<file path="src/rtl/cnt_slice_arb_if.sv">
// Bundle between the cnt_slice_arb sequencer, its timing clients and the shared slice counter.
// The slave modport is the arbiter's view; master is the client/counter side.
interface cnt_slice_arb_if #(
    parameter int unsigned NREQ  = 4,
    parameter int unsigned WIDTH = 16
);
    logic [NREQ-1:0]       req;
    logic [NREQ*WIDTH-1:0] dur;
    logic                  hold;
    logic                  cnt_co;
    logic [WIDTH-1:0]      cnt_d;
    logic                  cnt_load;
    logic                  cnt_sp;
    logic                  cnt_ci;
    logic                  cnt_clr;
    logic [NREQ-1:0]       gnt;
    logic [NREQ-1:0]       done;
    logic                  busy;

    modport master (
        output req, dur, hold, cnt_co,
        input  cnt_d, cnt_load, cnt_sp, cnt_ci, cnt_clr, gnt, done, busy
    );

    modport slave (
        input  req, dur, hold, cnt_co,
        output cnt_d, cnt_load, cnt_sp, cnt_ci, cnt_clr, gnt, done, busy
    );
endinterface

</file>
<file path="src/rtl/cnt_slice_arb.sv">
// Round-robin arbiter/sequencer time-sharing one cascaded slice counter among NREQ requesters.
// Define CNT_SLICE_ARB_PRIO_EN for fixed lowest-index priority instead of round-robin.
module cnt_slice_arb #(
    parameter int unsigned NREQ  = 4,
    parameter int unsigned WIDTH = 16
) (
    input logic           ck,
    input logic           rst,
    cnt_slice_arb_if.slave bus
);
    localparam int unsigned IdxW = (NREQ > 1) ? $clog2(NREQ) : 1;

    typedef enum logic [2:0] {StInit, StIdle, StLoad, StRun, StFin, StAbort} state_e;

    state_e            state_q, state_d;
    logic [IdxW-1:0]   g_q, g_d;
    logic [IdxW-1:0]   ptr_q, ptr_d;
    logic [IdxW-1:0]   win;
    logic              win_vld;
    logic [WIDTH-1:0]  dur_win;
    logic              req_g;

    logic [NREQ-1:0]   gnt_q, gnt_d;
    logic [NREQ-1:0]   done_q, done_d;
    logic [WIDTH-1:0]  cnt_d_q, cnt_d_d;
    logic              load_q, load_d;
    logic              sp_q, sp_d;
    logic              clr_q, clr_d;
    logic              busy_q, busy_d;

    // Winner search starts at the pointer and wraps; the pointer stays 0 in priority mode.
    always_comb begin
        logic [IdxW-1:0] cand;
        cand    = '0;
        win     = '0;
        win_vld = 1'b0;
        for (int unsigned k = 0; k < NREQ; k++) begin
            cand = IdxW'((32'(ptr_q) + k) % NREQ);
            if (!win_vld && bus.req[cand]) begin
                win_vld = 1'b1;
                win     = cand;
            end
        end
    end

    always_comb begin
        dur_win = '0;
        for (int unsigned i = 0; i < NREQ; i++) begin
            if (win == IdxW'(i)) begin
                dur_win = bus.dur[i*WIDTH +: WIDTH];
            end
        end
    end

    assign req_g = bus.req[g_q];

    // State register
    always_ff @(posedge ck or posedge rst) begin
        if (rst) begin
            state_q <= StInit;
            g_q     <= '0;
            ptr_q   <= '0;
        end else begin
            state_q <= state_d;
            g_q     <= g_d;
            ptr_q   <= ptr_d;
        end
    end

    // Next-state logic
    always_comb begin
        state_d = state_q;
        case (state_q)
            StInit:  state_d = StIdle;
            StIdle:  if (win_vld) state_d = StLoad;
            StLoad:  state_d = req_g ? StRun : StAbort;
            StRun: begin
                // Terminal carry beats a simultaneous request drop.
                if (bus.cnt_co) begin
                    state_d = StFin;
                end else if (!req_g) begin
                    state_d = StAbort;
                end
            end
            StFin:   state_d = StIdle;
            StAbort: state_d = StIdle;
            default: state_d = StInit;
        endcase
    end

    always_comb begin
        g_d = g_q;
        if (state_q == StIdle && win_vld) begin
            g_d = win;
        end
`ifdef CNT_SLICE_ARB_PRIO_EN
        ptr_d = '0;
`else
        ptr_d = ptr_q;
        if (state_q == StFin || state_q == StAbort) begin
            ptr_d = (g_q == IdxW'(NREQ - 1)) ? '0 : g_q + 1'b1;
        end
`endif
    end

    // Output logic: decode the upcoming state so every control line leaves a flop.
    always_comb begin
        gnt_d   = '0;
        done_d  = '0;
        load_d  = 1'b0;
        sp_d    = 1'b0;
        clr_d   = 1'b0;
        busy_d  = 1'b1;
        cnt_d_d = cnt_d_q;
        case (state_d)
            StInit: clr_d = 1'b1;
            StIdle: begin
                busy_d  = 1'b0;
                cnt_d_d = '0;
            end
            StLoad: begin
                gnt_d  = NREQ'(1) << g_d;
                load_d = 1'b1;
                sp_d   = 1'b1;
                if (state_q == StIdle) begin
                    // Loading the complement makes the counter wrap after DUR+1 enabled counts.
                    cnt_d_d = ~dur_win;
                end
            end
            StRun: begin
                gnt_d = NREQ'(1) << g_d;
                sp_d  = 1'b1;
            end
            StFin: begin
                gnt_d  = NREQ'(1) << g_d;
                done_d = NREQ'(1) << g_d;
                clr_d  = 1'b1;
            end
            StAbort: clr_d = 1'b1;
            default: clr_d = 1'b1;
        endcase
    end

    always_ff @(posedge ck or posedge rst) begin
        if (rst) begin
            gnt_q   <= '0;
            done_q  <= '0;
            cnt_d_q <= '0;
            load_q  <= 1'b0;
            sp_q    <= 1'b0;
            clr_q   <= 1'b1;
            busy_q  <= 1'b1;
        end else begin
            gnt_q   <= gnt_d;
            done_q  <= done_d;
            cnt_d_q <= cnt_d_d;
            load_q  <= load_d;
            sp_q    <= sp_d;
            clr_q   <= clr_d;
            busy_q  <= busy_d;
        end
    end

    assign bus.gnt      = gnt_q;
    assign bus.done     = done_q;
    assign bus.cnt_d    = cnt_d_q;
    assign bus.cnt_load = load_q;
    assign bus.cnt_sp   = sp_q;
    assign bus.cnt_clr  = clr_q;
    assign bus.busy     = busy_q;
    assign bus.cnt_ci   = (state_q == StRun) && !bus.hold;

endmodule

</file>
<file path="src/flat_wrapper.sv">
// flat-port wrapper written by rule: the top's interface ports become plain ports
module cnt_slice_arb_flat 
#(
    parameter int unsigned NREQ  = 4,
    parameter int unsigned WIDTH = 16
)
  (ck, rst, bus_req, bus_dur, bus_hold, bus_cnt_co, bus_cnt_d, bus_cnt_load, bus_cnt_sp, bus_cnt_ci, bus_cnt_clr, bus_gnt, bus_done, bus_busy);
  cnt_slice_arb_if #(.NREQ(NREQ), .WIDTH(WIDTH)) bus_i ();
  input logic ck;
  input logic rst;
  input wire logic [$bits(bus_i.req)-1:0] bus_req;
  input wire logic [$bits(bus_i.dur)-1:0] bus_dur;
  input wire logic [$bits(bus_i.hold)-1:0] bus_hold;
  input wire logic [$bits(bus_i.cnt_co)-1:0] bus_cnt_co;
  output wire logic [$bits(bus_i.cnt_d)-1:0] bus_cnt_d;
  output wire logic [$bits(bus_i.cnt_load)-1:0] bus_cnt_load;
  output wire logic [$bits(bus_i.cnt_sp)-1:0] bus_cnt_sp;
  output wire logic [$bits(bus_i.cnt_ci)-1:0] bus_cnt_ci;
  output wire logic [$bits(bus_i.cnt_clr)-1:0] bus_cnt_clr;
  output wire logic [$bits(bus_i.gnt)-1:0] bus_gnt;
  output wire logic [$bits(bus_i.done)-1:0] bus_done;
  output wire logic [$bits(bus_i.busy)-1:0] bus_busy;
  assign bus_i.req = bus_req;
  assign bus_i.dur = bus_dur;
  assign bus_i.hold = bus_hold;
  assign bus_i.cnt_co = bus_cnt_co;
  assign bus_cnt_d = bus_i.cnt_d;
  assign bus_cnt_load = bus_i.cnt_load;
  assign bus_cnt_sp = bus_i.cnt_sp;
  assign bus_cnt_ci = bus_i.cnt_ci;
  assign bus_cnt_clr = bus_i.cnt_clr;
  assign bus_gnt = bus_i.gnt;
  assign bus_done = bus_i.done;
  assign bus_busy = bus_i.busy;
  cnt_slice_arb #(.NREQ(NREQ), .WIDTH(WIDTH)) u_core (.ck(ck), .rst(rst), .bus(bus_i));
endmodule
</file>
<file path="config.mk">
export PLATFORM = sky130hd
export DESIGN_NAME = cnt_slice_arb_flat
export DESIGN_NICKNAME = d
export VERILOG_FILES = /design/src/rtl/cnt_slice_arb_if.sv /design/src/rtl/cnt_slice_arb.sv /design/src/flat_wrapper.sv
export SDC_FILE = /design/constraint.sdc
export NUM_CORES = 1
export LEC_CHECK = 0
export BUFFER_PORTS_ARGS = -buffer_cell sky130_fd_sc_hd__buf_2
export CORE_ASPECT_RATIO = 1.1
export CORE_MARGIN = 8
export CORE_UTILIZATION = 35
export CTS_BUF_LIST = sky130_fd_sc_hd__clkbuf_16
export CTS_CLUSTER_DIAMETER = 200
export DETAILED_ROUTE_END_ITERATION = 7
export GPL_ROUTABILITY_DRIVEN = 0
export GPL_TIMING_DRIVEN = 0
export MAX_ROUTING_LAYER = met4
export PLACE_DENSITY_LB_ADDON = 0.15
export SLEW_MARGIN = 20
export SYNTH_ARGS = -nofsm -noshare
export SYNTH_HDL_FRONTEND = slang
export SYNTH_SLANG_ARGS = --single-unit
</file>
<file path="constraint.sdc">
create_clock -name ck -period 3.75 [get_ports ck]
set_clock_uncertainty 0.05 [all_clocks]
set_input_delay 0.1875 -clock ck [delete_from_list [all_inputs] [get_ports ck]]
set_output_delay 0.1875 -clock ck [all_outputs]
set_load 0.03 [all_outputs]
</file>
Yosys cells after proc, flatten, opt, wreduce, memory -nomap -nowiden

Index checks and enable logic that the tools add are counted.

Order comparisons: 5
Equal/unequal tests: 14
Mux-type cells: 37
Reductions and logical operators: 18
Add/subtract/negate cells: 4
Shift operators: 1
Bitwise gates (word level): 1

Operators by type and width:

| cell                                                                    | number |
|---|---|
| 16-bit two-way mux                                                      | 5 |
| 16-bit one-hot mux with 2 select lines                                  | 1 |
| 16-bit NOT                                                              | 1 |
| 2-bit by 3-bit < comparator with 1-bit output, second input constant    | 5 |
| 1-bit two-way mux                                                       | 13 |
| 3-bit by 2-bit == test with 1-bit output, second input constant         | 4 |
| 2-bit two-way mux                                                       | 6 |
| 3-bit two-way mux                                                       | 4 |
| 3-bit one-hot mux with 4 select lines                                   | 1 |
| 1-bit binary-select mux with 2-bit select                               | 5 |
| 3-bit == test, second input constant                                    | 3 |
| 3-bit OR reduction                                                      | 3 |
| 4-bit two-way mux                                                       | 2 |
| 2-bit == test, second input constant                                    | 3 |
| 3-bit by 1-bit == test with 1-bit output, second input constant         | 2 |
| 1-bit logical AND                                                       | 5 |
| 2-bit by 1-bit adder with 2-bit output, second input constant           | 2 |
| 2-bit adder, second input constant                                      | 2 |
| 1-bit zero test                                                         | 4 |
| 1-bit by 2-bit << shifter with 4-bit output, first input constant       | 1 |
| 3-bit zero test                                                         | 1 |
| 2-bit by 1-bit == test with 1-bit output, second input constant         | 1 |
| 2-bit zero test                                                         | 1 |
| 2-bit by 1-bit inequality test with 1-bit output, second input constant | 1 |
| other kinds (4)                                                         | 4 |

Logic and storage cells: 90
Bits of input ports: 72
Flip-flop bits (word level): 35

Depth between registers and ports, before layout

Word-level depth: 20
Depth in mapped cells: 8
Depth with buffers taken out: 7

Least setup slack after synthesis

OpenSTA, ideal clock, no wires.

Path type: reg-to-output
Start: register u_core.state_q[1]
End: output port bus_cnt_ci
Setup slack: 1,797 ps
Cell stages (with the launch flop): 5
Arrival: 1,715 ps
Path through: dfrtp_1 > clkbuf_1 > clkbuf_1 > nand2_1 > nor3b_1

Cells in the longest elaborated chain, start to end: 2

Ends and longest elaborated chain:

| what                                     | line                 | source |
|---|---|---|
| start, declared                          | cnt_slice_arb.sv:15  | `state_e state_q, state_d;` |
| start signal, assigned                   | cnt_slice_arb.sv:60  | `state_q <= StInit;` |
| start signal, assigned                   | cnt_slice_arb.sv:64  | `state_q <= state_d;` |
| 3-bit by 2-bit == test with 1-bit output | cnt_slice_arb.sv:171 | `assign bus.cnt_ci = (state_q == StRun) && !bus.hold;` |
| 1-bit logical AND                        | cnt_slice_arb.sv:171 |  |
| end, declared                            | flat_wrapper.sv:18   | `output wire logic [$bits(bus_i.cnt_ci)-1:0] bus_cnt_ci;` |

Every way passes these cells.

Worst setup path in the final report

Same ends and word-level chain as after synthesis.

==> impl_results.md <==
* Via count of the first global-routing pass at slightly below 2000
* Tightest hold margin at -19.83 ps
* Num CTS Buffers at 5
* Critical Path AT at roughly 2000 ps
* Number of detailed-route iterations in the first pass at 4
* Number of enable-type register cells in the synthesized netlist at 0
* Antenna violations before repair at 0
* Die ar. at around 8000 sq um
* Finished layout cell area at 2668 sq um
* Routed wire per std cell at around 16 um
* Sum of overflow across all layers after global routing at 0
* Port bufs at 100
* Final net count at around 360
* Worst min-delay path category: in2async
* Largest net degree at the start of global routing at 36
* Number of I/O pins at 101
* Placeable core region at approximately 5400 sq um
* Die Span Y at approximately 94 um
* Commonest cells after routing, fill and taps aside: sky130_fd_sc_hd__buf_2 (100), sky130_fd_sc_hd__dfrtp_1 (33), sky130_fd_sc_hd__mux2i_1 (17), sky130_fd_sc_hd__o21ai_0 (17)
* Post-CTS Repair Setup Buffers at 0
* Max Transition Viols Final at 0
* # setup viols final at 0
* Filler Cells Inserted at 520
* CP dominant cell by count: sky130_fd_sc_hd__clkbuf_1
* Horizontal extent of the die at around 87 um
* Leakage Power at around 1.4 nW
* Post-layout power at around 2.1 mW
* Synthesized area per cell at around 11 sq um
* Most used flip-flop cell after synthesis: sky130_fd_sc_hd__dfrtp_1
* Flop and latch count out of synthesis at 35
* Slack of the worst reg-to-reg path at between 1500 and 2000 ps
* Distinct cell type count after synthesis at 40
* Critical Path Source: u_core.state_q[1]$_DFF_PP0_
* GRT Overall Usage at 0.1492
* Max incr delay on CP at 430 ps
* Slew margin rel. at 0.5135
* Type of origin of the critical path: flop
* TritonCTS clock tree: built
* Setup repair after global routing missed its margin: false
* Final period demand of the worst path at 2191 ps
* Detail Placement HPWL at approximately 4.6 mm
* Hold violation total from the final report at 33
* Capturing instance or port of the critical path: bus_cnt_ci
* Portion of the post-synthesis area used by sequential elements at 0.4538
* Worst-case clock buffer depth at 2
* Number of levels the H-tree was split into at 2
* Crit share post-route at 0.5842
* Largest vdd supply drop at roughly 0.00026 V
* Post-layout util at 0.4977
* Area Growth Syn to Fin at 37.82%
* Source of the worst register-to-register timing path: u_core.state_q[2]$_DFF_PP0_
* Hold-fix buffers at CTS at 0
* PostCTS Resize Cnt at 0
* Status: finished, violations left
* Count of cells along the worst register-to-register path at 6
* Sinks on Clock Net at 35
* Wire length of the first global-routing pass at 9.280 mm
* Final sum of negative setup slack at 0 ps
* Top fanout value on the critical path at 10
* Via count at between 1500 and 2000
* Power density over the cells at ~800 nW/um^2
* Synth warn at 0
* Share of cells above drive strength 1 at 0.4349
* Reg2reg end: u_core.bus.cnt_d[7]$_DFFE_PP0P_
* Share of synthesized registers carrying an async set or reset at 1.000
* Row cnt at 28
* Failing checks: hold timing
* Synthesized Nets at approximately 260
* Initial DRC count at 85
* Buffer cell driving the clock tree root: sky130_fd_sc_hd__clkbuf_16
* Clock Latency Late Sink at approximately 280 ps
* Total length of routed wires at 5.759 mm
* Detailed-route DRC error count at 0
* Worst-path cell chain: clkbuf_1 -> clkbuf_1 -> nand2_1 -> nor3b_1 -> buf_2
* Category of the critical setup timing path: reg2out
* Fmax at between 400 and 500 MHz
* Clock-pin slew of the registers on the worst-case setup and hold paths at ~60 ps
* Slowest library cell on the worst path: sky130_fd_sc_hd__clkbuf_1
* Critical Path End Type: output port
* Required time at the endpoint of the critical path at around 3500 ps
* Transition time at the pin with the least slew margin at between 700 and 800 ps
* Number of violations of the max-capacitance limit at 0
* Most common cell after layout, fill and taps aside: sky130_fd_sc_hd__buf_2
* DP Area at 2530 sq um
* Synthesized area at between 1500 and 2000 sq um
* Via density at 5.095
* Initial core utilization at 0.3611
* Number of instances in the synthesized netlist at about 180
* Count of antenna-violating nets left after detailed routing at 0
* # diodes at 0
==> synth_stat cells (3+ instances only) <==
cell type | number | area (sq um)
sky130_fd_sc_hd__a21oi_1 | 4 | 20.02
sky130_fd_sc_hd__inv_1 | 3 | 11.26
sky130_fd_sc_hd__and3_1 | 16 | 100.1
sky130_fd_sc_hd__o21ai_0 | 17 | 85.08
sky130_fd_sc_hd__nand2b_1 | 3 | 18.77
sky130_fd_sc_hd__clkbuf_1 | 8 | 30.03
sky130_fd_sc_hd__dfrtp_1 | 33 | 825.8
sky130_fd_sc_hd__mux2i_1 | 17 | 170.2
sky130_fd_sc_hd__a221o_1 | 16 | 160.2
sky130_fd_sc_hd__nor3_1 | 9 | 45.04
sky130_fd_sc_hd__nand3_1 | 16 | 80.08
sky130_fd_sc_hd__nand2_1 | 5 | 18.77
sky130_fd_sc_hd__inv_2 | 3 | 11.26
==> where the power goes <==
part           internal (mW)  total (mW)  switching [mW]
Clock                  0.239       0.381           0.141
Combinational          0.429        1.12           0.694
Sequential             0.529       0.626          0.0971
Total                   1.20        2.13           0.932
==> kinds of logic after synthesis <==
kind of cell	synth area share
flip-flops	0.4538
AO/OA/AOI/OAI	0.2062
adder cells (fa/ha/maj)	0.006463
multiplexers	0.1054
AND/OR/NAND/NOR	0.1855
buffers and inverters	0.04266
==> layer usage <==
layer | routed length, um | GRT usage | up-vias
met1 | 2580 | 0.1845 | 860
met4 | 68 | 0.04310 | 0
li1 | - | - | 921
met3 | 373 | 0.03937 | 6
met5 | 0 | - | -
met2 | 2737 | 0.2331 | 83
==> final cells by class <==
class                           count  area (sq um)  area share
Timing Repair Buffer              100         500.5      0.1876
Tap cell                           75         93.84     0.03518
Clock buffer                        5         125.1     0.04690
Sequential cell                    35         878.3      0.3293
Multi-Input combinational cell    132         974.7      0.3654
Inverter                            6         22.52    0.008443
Clock inverter                      3         12.51    0.004690
Buffer                             11         60.06     0.02251
==> through the flow <==
stage	cells	setup slack (ps)	hold WS, ps
4_1_cts	367	1529	12.22
5_1_grt	367	1317	42.29
2_1_floorplan	184	1797	290.3
6_report	367	1559	-19.83
3_3_place_gp	359	1524	442.4
3_5_place_dp	359	1592	311.9
==> registers in the layout, summed over array words and instances (netlist names), 2 cells and up <==
register          flops
u_core.state_q        3
u_core.bus.gnt        4
u_core.g_q            2
u_core.bus.cnt_d     16
u_core.bus.done       4
u_core.ptr_q          2
==> how the worst min path moves through the flow <==
stage,start,end,cells past startpoint
final,rst,u_core.bus.cnt_d[7]$_DFFE_PP0P_,2
after global routing,rst,u_core.bus.cnt_d[7]$_DFFE_PP0P_,2
after global placement,u_core.bus.cnt_d[9]$_DFFE_PP0P_,u_core.bus.cnt_d[9]$_DFFE_PP0P_,1
after CTS,rst,u_core.bus.cnt_d[7]$_DFFE_PP0P_,2
after floorplan,rst,u_core.bus.cnt_d[0]$_DFFE_PP0P_,1
after detailed placement,rst,u_core.bus.cnt_d[7]$_DFFE_PP0P_,2
==> critical path, delay by kind of cell, from the launching register on <==
kind / cells / cell delay (ps)
AND/OR/NAND/NOR: 2 / 320
buffers and inverters: 3 / 990
flip-flops: 1 / 360
Note: power is estimated with default switching activity, not from simulation.
